===== config.mk =====
export PLATFORM = sky130hd
export DESIGN_NAME = div16u8_seq
export DESIGN_NICKNAME = d
export VERILOG_FILES = /design/src/rtl/div16u8_seq.sv
export SDC_FILE = /design/constraint.sdc
export NUM_CORES = 1
export LEC_CHECK = 0
export ABC_AREA = 0
export BUFFER_PORTS_ARGS = -buffer_cell sky130_fd_sc_hd__buf_2
export CAP_MARGIN = 20
export CORE_MARGIN = 2
export CORE_UTILIZATION = 37
export DETAILED_ROUTE_END_ITERATION = 12
export GPL_TIMING_DRIVEN = 0
export PLACE_DENSITY = 0.6
export SETUP_SLACK_MARGIN = 0.05
export SLEW_MARGIN = 20
export SYNTH_ARGS = -nofsm -noshare
export SYNTH_HDL_FRONTEND = slang
export SYNTH_SLANG_ARGS = --single-unit

===== constraint.sdc =====
create_clock -name clk -period 2.8 [get_ports clk]
set_clock_uncertainty 0.2 [all_clocks]
set_input_delay 0.14 -clock clk [delete_from_list [all_inputs] [get_ports clk]]
set_output_delay 0.14 -clock clk [all_outputs]
set_load 0.05 [all_outputs]

===== src/rtl/div16u8_seq.sv =====
// Sequential radix-2 restoring divider: 2*W_D-bit dividend / W_D-bit divisor, one quotient bit
// per cycle, valid/ready on both sides. Define DIV16U8_REM_EN to drive the remainder port.
`timescale 1ns / 1ps

module div16u8_seq #(
  parameter int unsigned W_D = 8
) (
  input  logic               clk,
  input  logic               rst_n,
  input  logic               in_valid,
  output logic               in_ready,
  input  logic [2*W_D-1:0]   dividend,
  input  logic [W_D-1:0]     divisor,
  output logic               out_valid,
  input  logic               out_ready,
  output logic [W_D-1:0]     quotient,
  output logic [W_D-1:0]     remainder,
  output logic               ovf
);

  localparam int unsigned CntW = (W_D > 1) ? $clog2(W_D) : 1;
  localparam logic [CntW-1:0] LastStep = CntW'(W_D - 1);

  typedef enum logic [1:0] {
    StIdle,
    StBusy,
    StDone
  } state_e;

  state_e          state_q, state_d;
  logic [W_D-1:0]  rem_q, rem_d;
  logic [W_D-1:0]  sr_q, sr_d;
  logic [W_D-1:0]  div_q, div_d;
  logic [CntW-1:0] cnt_q, cnt_d;
  logic            ovf_pend_q, ovf_pend_d;
  logic            out_valid_q, out_valid_d;
  logic [W_D-1:0]  quot_q, quot_d;
  logic            ovf_q, ovf_d;
`ifdef DIV16U8_REM_EN
  logic [W_D-1:0]  rem_out_q, rem_out_d;
`endif

  logic [W_D-1:0]  hi_in, lo_in;
  logic [W_D:0]    trial, diff;
  logic            qbit;
  logic [W_D-1:0]  rem_step, sr_step;

  assign hi_in = dividend[2*W_D-1:W_D];
  assign lo_in = dividend[W_D-1:0];

  // Partial remainder stays below the divisor, so a 9-bit trial subtraction never loses bits.
  assign trial    = {rem_q, sr_q[W_D-1]};
  assign diff     = trial - {1'b0, div_q};
  assign qbit     = ~diff[W_D];
  assign rem_step = qbit ? diff[W_D-1:0] : trial[W_D-1:0];
  assign sr_step  = {sr_q[W_D-2:0], qbit};

  always_comb begin
    state_d     = state_q;
    rem_d       = rem_q;
    sr_d        = sr_q;
    div_d       = div_q;
    cnt_d       = cnt_q;
    ovf_pend_d  = ovf_pend_q;
    out_valid_d = out_valid_q;
    quot_d      = quot_q;
    ovf_d       = ovf_q;
`ifdef DIV16U8_REM_EN
    rem_out_d   = rem_out_q;
`endif
    unique case (state_q)
      StIdle: begin
        if (in_valid) begin
          div_d      = divisor;
          rem_d      = hi_in;
          sr_d       = lo_in;
          cnt_d      = '0;
          ovf_pend_d = (divisor == '0) || (hi_in >= divisor);
          state_d    = StBusy;
        end
      end
      StBusy: begin
        // Overflow spends one BUSY cycle so its latency is a fixed single cycle.
        if (ovf_pend_q) begin
          state_d     = StDone;
          out_valid_d = 1'b1;
          quot_d      = '1;
          ovf_d       = 1'b1;
`ifdef DIV16U8_REM_EN
          rem_out_d   = '0;
`endif
        end else begin
          rem_d = rem_step;
          sr_d  = sr_step;
          cnt_d = cnt_q + CntW'(1);
          if (cnt_q == LastStep) begin
            state_d     = StDone;
            out_valid_d = 1'b1;
            quot_d      = sr_step;
            ovf_d       = 1'b0;
`ifdef DIV16U8_REM_EN
            rem_out_d   = rem_step;
`endif
          end
        end
      end
      StDone: begin
        if (out_ready) begin
          out_valid_d = 1'b0;
          state_d     = StIdle;
        end
      end
      default: state_d = StIdle;
    endcase
  end

  always_ff @(posedge clk or negedge rst_n) begin
    if (!rst_n) begin
      state_q     <= StIdle;
      rem_q       <= '0;
      sr_q        <= '0;
      div_q       <= '0;
      cnt_q       <= '0;
      ovf_pend_q  <= 1'b0;
      out_valid_q <= 1'b0;
      quot_q      <= '0;
      ovf_q       <= 1'b0;
`ifdef DIV16U8_REM_EN
      rem_out_q   <= '0;
`endif
    end else begin
      state_q     <= state_d;
      rem_q       <= rem_d;
      sr_q        <= sr_d;
      div_q       <= div_d;
      cnt_q       <= cnt_d;
      ovf_pend_q  <= ovf_pend_d;
      out_valid_q <= out_valid_d;
      quot_q      <= quot_d;
      ovf_q       <= ovf_d;
`ifdef DIV16U8_REM_EN
      rem_out_q   <= rem_out_d;
`endif
    end
  end

  assign in_ready  = (state_q == StIdle);
  assign out_valid = out_valid_q;
  assign quotient  = quot_q;
  assign ovf       = ovf_q;
`ifdef DIV16U8_REM_EN
  assign remainder = rem_out_q;
`else
  assign remainder = '0;
`endif

endmodule


### After elaboration in Yosys (flattened, before gate mapping)

Index checks and enable logic that the tools add are counted.

| word-level totals | value |
|---|---|
| logic and storage cells | 54 |
| flip-flop bits (word level) | 40 |
| input port bits | 28 |
| bits in latches | 0 |
| bits in read-only memories | 0 |
| bits in writable memories | 0 |
| output and inout port bits | 19 |
| memories | 0 |

| cells by class | value |
|---|---|
| shifts and indexed selects | 0 |
| multipliers | 0 |
| reductions and logical operators | 11 |
| bitwise logic cells | 1 |
| divide/modulo/power cells | 0 |
| add/subtract/negate cells | 2 |
| mux-type cells | 23 |
| equal/unequal tests | 7 |
| order comparisons | 1 |

Operators with widths:

| operator | count |
|---|---|
| $mux W8 | 7 |
| $pmux W8 S2 | 2 |
| $reduce_and A3 Y1 | 3 |
| $sub A9 B8 Y9 | 1 |
| $ge A8 B8 Y1 | 1 |
| $logic_not A8 Y1 | 1 |
| $mux W2 | 4 |
| $mux W3 | 2 |
| $ne A2 B2 Y1 const B | 3 |
| $pmux W2 S3 | 1 |
| $pmux W3 S2 | 1 |
| $reduce_bool A2 Y1 | 3 |
| $mux W1 | 5 |
| $reduce_and A2 Y1 | 2 |
| $add A3 B1 Y3 const B | 1 |
| $eq A3 B3 Y1 const B | 1 |
| $ne A3 B3 Y1 const B | 1 |
| $eq A2 B1 Y1 const B | 1 |
| $eq A2 B2 Y1 const B | 1 |
| $logic_not A2 Y1 | 1 |
| $pmux W1 S2 | 1 |
| $logic_or A1 B1 Y1 | 1 |
| $not A1 Y1 | 1 |

### Depth between registers and ports, before layout

| depth | value |
|---|---|
| word-level depth | 4 |
| mapped depth | 10 |
| mapped depth without buffers | 9 |

### Worst setup path after synthesis

OpenSTA, ideal clock, no wires.

| timing path | value |
|---|---|
| path type | reg-to-reg |
| start point | register sr_q[7] |
| end point | register rem_q[4] |
| data arrival time | 2394 ps |
| stages on the path, launching flop included | 10 |
| path buffers | 0 |
| path slack | 137 ps |
| period minus slack after synthesis | 2663 ps |
| data required time | 2531 ps |
| library setup time | 69 ps |
| cells stage by stage | dfrtp_1 -> inv_1 -> ha_1 -> fa_1 -> nand2b_1 -> a211oi_4 -> mux2i_1 -> a2111oi_2 -> or4_1 -> nand3_1 |

| between the ends | value |
|---|---|
| word-level cells in the longest chain between the ends | 4 |

RTL lines:

| what | line | RTL |
|---|---|---|
| start, declared | 32 | `logic [W_D-1:0] sr_q, sr_d;` |
| start signal, assigned | 134 | `sr_q <= sr_d;` |
| $sub A9 B8 Y9 | 53 | `assign diff = trial - {1'b0, div_q};` |
| $mux W8 | 55 | `assign rem_step = qbit ? diff[W_D-1:0] : trial[W_D-1:0];` |
| $mux W8 | 84 | `if (ovf_pend_q) begin` |
| $pmux W8 S2 | 71 | `unique case (state_q)` |
| end signal, assigned | 133 | `rem_q <= rem_d;` |
| end, declared | 31 | `logic [W_D-1:0] rem_q, rem_d;` |

Every way passes these cells. The select of a mux whose other input is x is not followed.
A chain may end at the register's enable or synchronous reset.

### Final worst setup path

| timing path | value |
|---|---|
| start point | register sr_q[7] |
| end point | register rem_q[6] |

The elaborated chain is that of the path after synthesis.

==> impl_metrics.py <==
metrics = {
    "outcome": {
        "status": "complete, no violations",
    },
    "placement": {
        "dp.cells": 417,
        "port_buffers": 38,
        "place_ws_ns": -0.230,
        "dpl_cell_area_um2": 2820,
        "gp_congestion": 0.864,
        "dp_hpwl_mm": 4.81,
    },
    "detailed_routing": {
        "via_per_inst": 5.07,
        "vias": 2318,
        "firstDrtPassIters": 4,
        "drt_iter0_drc": 112,
        "drt-total-wl_mm": 6.80,
        "drc": 0,
        "avgRoutedWirePerCell_um": 14.9,
        "postRouteAntennaNets": 0,
    },
    "worst_setup_path": {
        "worstPathArrival_ns": 2.72,
        "cp-start-kind": "flop",
        "timing.rr.start": "sr_q[7]",
        "crit_slowest_cell": "dfrtp_1",
        "critical_path_required_ns": 2.79,
        "crit_path_max_fanout": 4,
        "path_cells": "inv_2 > ha_4 > fa_2 > nand2b_4 > a211oi_4 > mux2i_4 > a2111oi_4 > buf_4 > nor4_2 > nor3_1",
        "critPathCapture": "rem_q[6]",
        "worst_r2r_endpoint": "rem_q[6]",
        "critPathMaxStageDelay_ns": 0.40,
        "critical_path_class": "flop to flop",
        "end_kind": "flop",
        "reg2reg_depth": 10,
        "cp-startpoint": "sr_q[7]",
        "r2r_slack_ns": 0.07,
    },
    "layout": {
        "postLayoutCellArea_um2": 3320,
        "num-fill-cells": 650,
        "regArea_um2": 1000,
        "area_growth_pct": 32.6,
        "final_util": 0.514,
        "n_antenna_cell": 0,
        "multi_input_area_um2": 1410,
        "drive_above_1_share": 0.218,
        "nNetsFinal": 427,
        "final_cells": 457,
    },
    "synthesis": {
        "synth_area_per_cell_um2": 8.49,
        "yosys_register_bits": 40,
        "syn_area_um2": 2500,
        "yosysSeqAreaShare": 0.400,
        "synth_cell_type_count": 43,
        "syn_inst": 295,
        "ys_async_sr_fraction": 1.00,
        "yosysWarnings": 0,
        "synth-edff-count": 0,
        "synthFlopType": "dfrtp_1",
    },
    "floorplan": {
        "dieWidth_um": 86.3,
        "die-area_um2": 7440,
        "fp-row-count": 29,
        "core_area_um2": 6460,
        "start_util": 0.388,
        "pin_count": 47,
        "die_y_um": 86.3,
    },
    "sta": {
        "setup_ws_ns": 0.0667,
        "timing.hold.ws_ns": 0.0697,
        "maxSlewHeadroom": 0.389,
        "setup_viol": 0,
        "post-route-period-util": 0.976,
        "slew_viol_final": 0,
        "max_freq_mhz": 366,
        "final.setup.tns_ns": 0,
        "worst_pin_slew_ns": 0.917,
        "fin_crit_ns": 2.73,
        "rsz0062_at_grt": "true",
        "hold_viol": 0,
    },
    "power_and_ir_drop": {
        "p_total_mw": 4.39,
        "ir_drop_mv": 0.502,
        "leakage_nw": 1.57,
        "power_density_nw_per_um2": 1320,
    },
    "cts": {
        "cts_tree": "built",
        "numClockSinks": 40,
        "cts_max_path_buffers": 2,
        "clk_pin_slew_worst_paths_ns": 0.08,
        "clock_latency_ns": 0.31,
        "h-tree-depth": 2,
        "cts_made_buffers": 5,
        "cts_root_buffer": "clkbuf_8",
    },
    "run": {
        "drv_cap": 0,
    },
    "grt": {
        "grt_antenna_before_repair": 0,
        "grt_pass1_vias": 2382,
        "gr-usage-all-layers": 0.196,
        "grt_max_degree": 41,
        "grt_pass1_wl_mm": 11.3,
        "overflow": 0,
    },
    "hold_path": {
        "hold_class": "input pin to flop",
    },
}
-- logic make-up (layout without fill, tap and decap cells) --
| family | Yosys count | in the layout | synth area share |
|---|---|---|---|
| AND/OR/NAND/NOR | 107 | 107 | 0.199 |
| AO/OA/AOI/OAI | 79 | 79 | 0.194 |
| buffers and inverters | 41 | 119 | 0.0770 |
| flip-flops | 40 | 40 | 0.400 |
| adder cells (fa/ha/maj) | 19 | 19 | 0.0980 |
| multiplexers | 6 | 6 | 0.0240 |
| XOR/XNOR | 2 | 2 | 0.00700 |
| other | 1 | 8 | 0.00150 |
-- power by group --
| group | internal [mW] | leakage, nW | switching, mW |
|---|---|---|---|
| Sequential | 0.848 | 0.465 | 0.180 |
| Clock | 0.351 | 0.0642 | 0.215 |
| Combinational | 1.12 | 1.04 | 1.68 |
| Total | 2.32 | 1.57 | 2.08 |
-- final cells by class --
type,count,area share
flip-flops and latches,40,0.301
inverters,21,0.0237
clock buffers,5,0.0207
plain buffers,20,0.0343
clock inverters,2,0.0181
repair buffers,71,0.149
well taps,77,0.0290
multi-input cells,221,0.424
-- sequential cells by signal (all words and copies together) (netlist names) --
register	count
div_q	8
cnt_q	3
ovf_pend_q	1
out_valid	1
quotient	8
rem_q	8
state_q	2
ovf	1
sr_q	8
-- worst min-delay path by stage --
stage                     slack [ns]         end      from  cells after the start
final                           0.07  state_q[0]  in_valid                      3
after detailed placement        0.14    div_q[2]     rst_n                      1
after floorplan                -0.36    cnt_q[0]     rst_n                      0
after CTS                       0.07  state_q[0]  in_valid                      3
after global routing            0.12  state_q[0]  in_valid                      3
after global placement          0.14    div_q[6]     rst_n                      1
-- synthesized netlist by cell type, drive strengths merged, types with 4 or more instances --
cell type / number / area (um2)
a21oi: 17 / 85.1
a31oi: 7 / 43.8
buf: 10 / 76.3
clkbuf: 10 / 37.5
dfrtp: 40 / 1000
ha: 18 / 225
inv: 21 / 78.8
mux2i: 6 / 60.1
nand2: 44 / 165
nand2b: 6 / 37.5
nand3: 5 / 25.0
nor2: 29 / 111
nor2b: 4 / 25.0
nor3: 5 / 30.0
o21ai: 35 / 179
-- layout by cell type, fill, tap and decap left out, types with 2 or more instances in the layout --
cell type	Yosys	routed
nand2_1	44	44
a22o_1	2	2
a21oi_1	17	17
buf_2	1	39
nor2_1	28	28
dfrtp_1	40	40
bufinv_16	0	2
xnor2_1	2	2
inv_1	21	20
ha_1	18	17
and3_1	2	2
mux2i_1	6	4
nor2b_1	4	4
clkbuf_8	0	5
a221oi_1	3	3
o21ai_0	34	33
nor4_1	3	2
clkbuf_1	10	10
a31oi_1	7	7
buf_4	8	18
o21ai_2	1	2
o22ai_1	3	3
nor3b_2	2	2
or3_1	3	3
nand3_1	5	5
dlygate4sd3_1	0	23
conb_1	1	8
nor3_1	4	4
nand2b_1	6	5
o21a_1	3	3
-- critical path: cells and delay by family (launching register included) --
kind | cells | cell delay (ns)
buffers and inverters | 2 | 0.25
AND/OR/NAND/NOR | 3 | 0.55
AO/OA/AOI/OAI | 2 | 0.37
flip-flops | 1 | 0.40
adder cells (fa/ha/maj) | 2 | 0.50
multiplexers | 1 | 0.32
-- repair_timing --
item                                    4_1_cts  5_1_grt
buffers inserted                              4        5
cloned                                        1        0
endpoints found under the setup margin        8        9
pin swaps                                     4        4
hold endpoints to repair                     63        0
hold buffers                                 23        0
gates resized for setup                       8        7
-- metal layers --
metal / up-vias / wire length [um] / track usage
met5: - / 0 / 0
met4: 0 / 111 / 0.0682
met3: 8 / 335 / 0.0362
met2: 52 / 3080 / 0.319
met1: 1090 / 3270 / 0.265
li1: 1168 / - / -
Power figures use the tool's default switching activity.
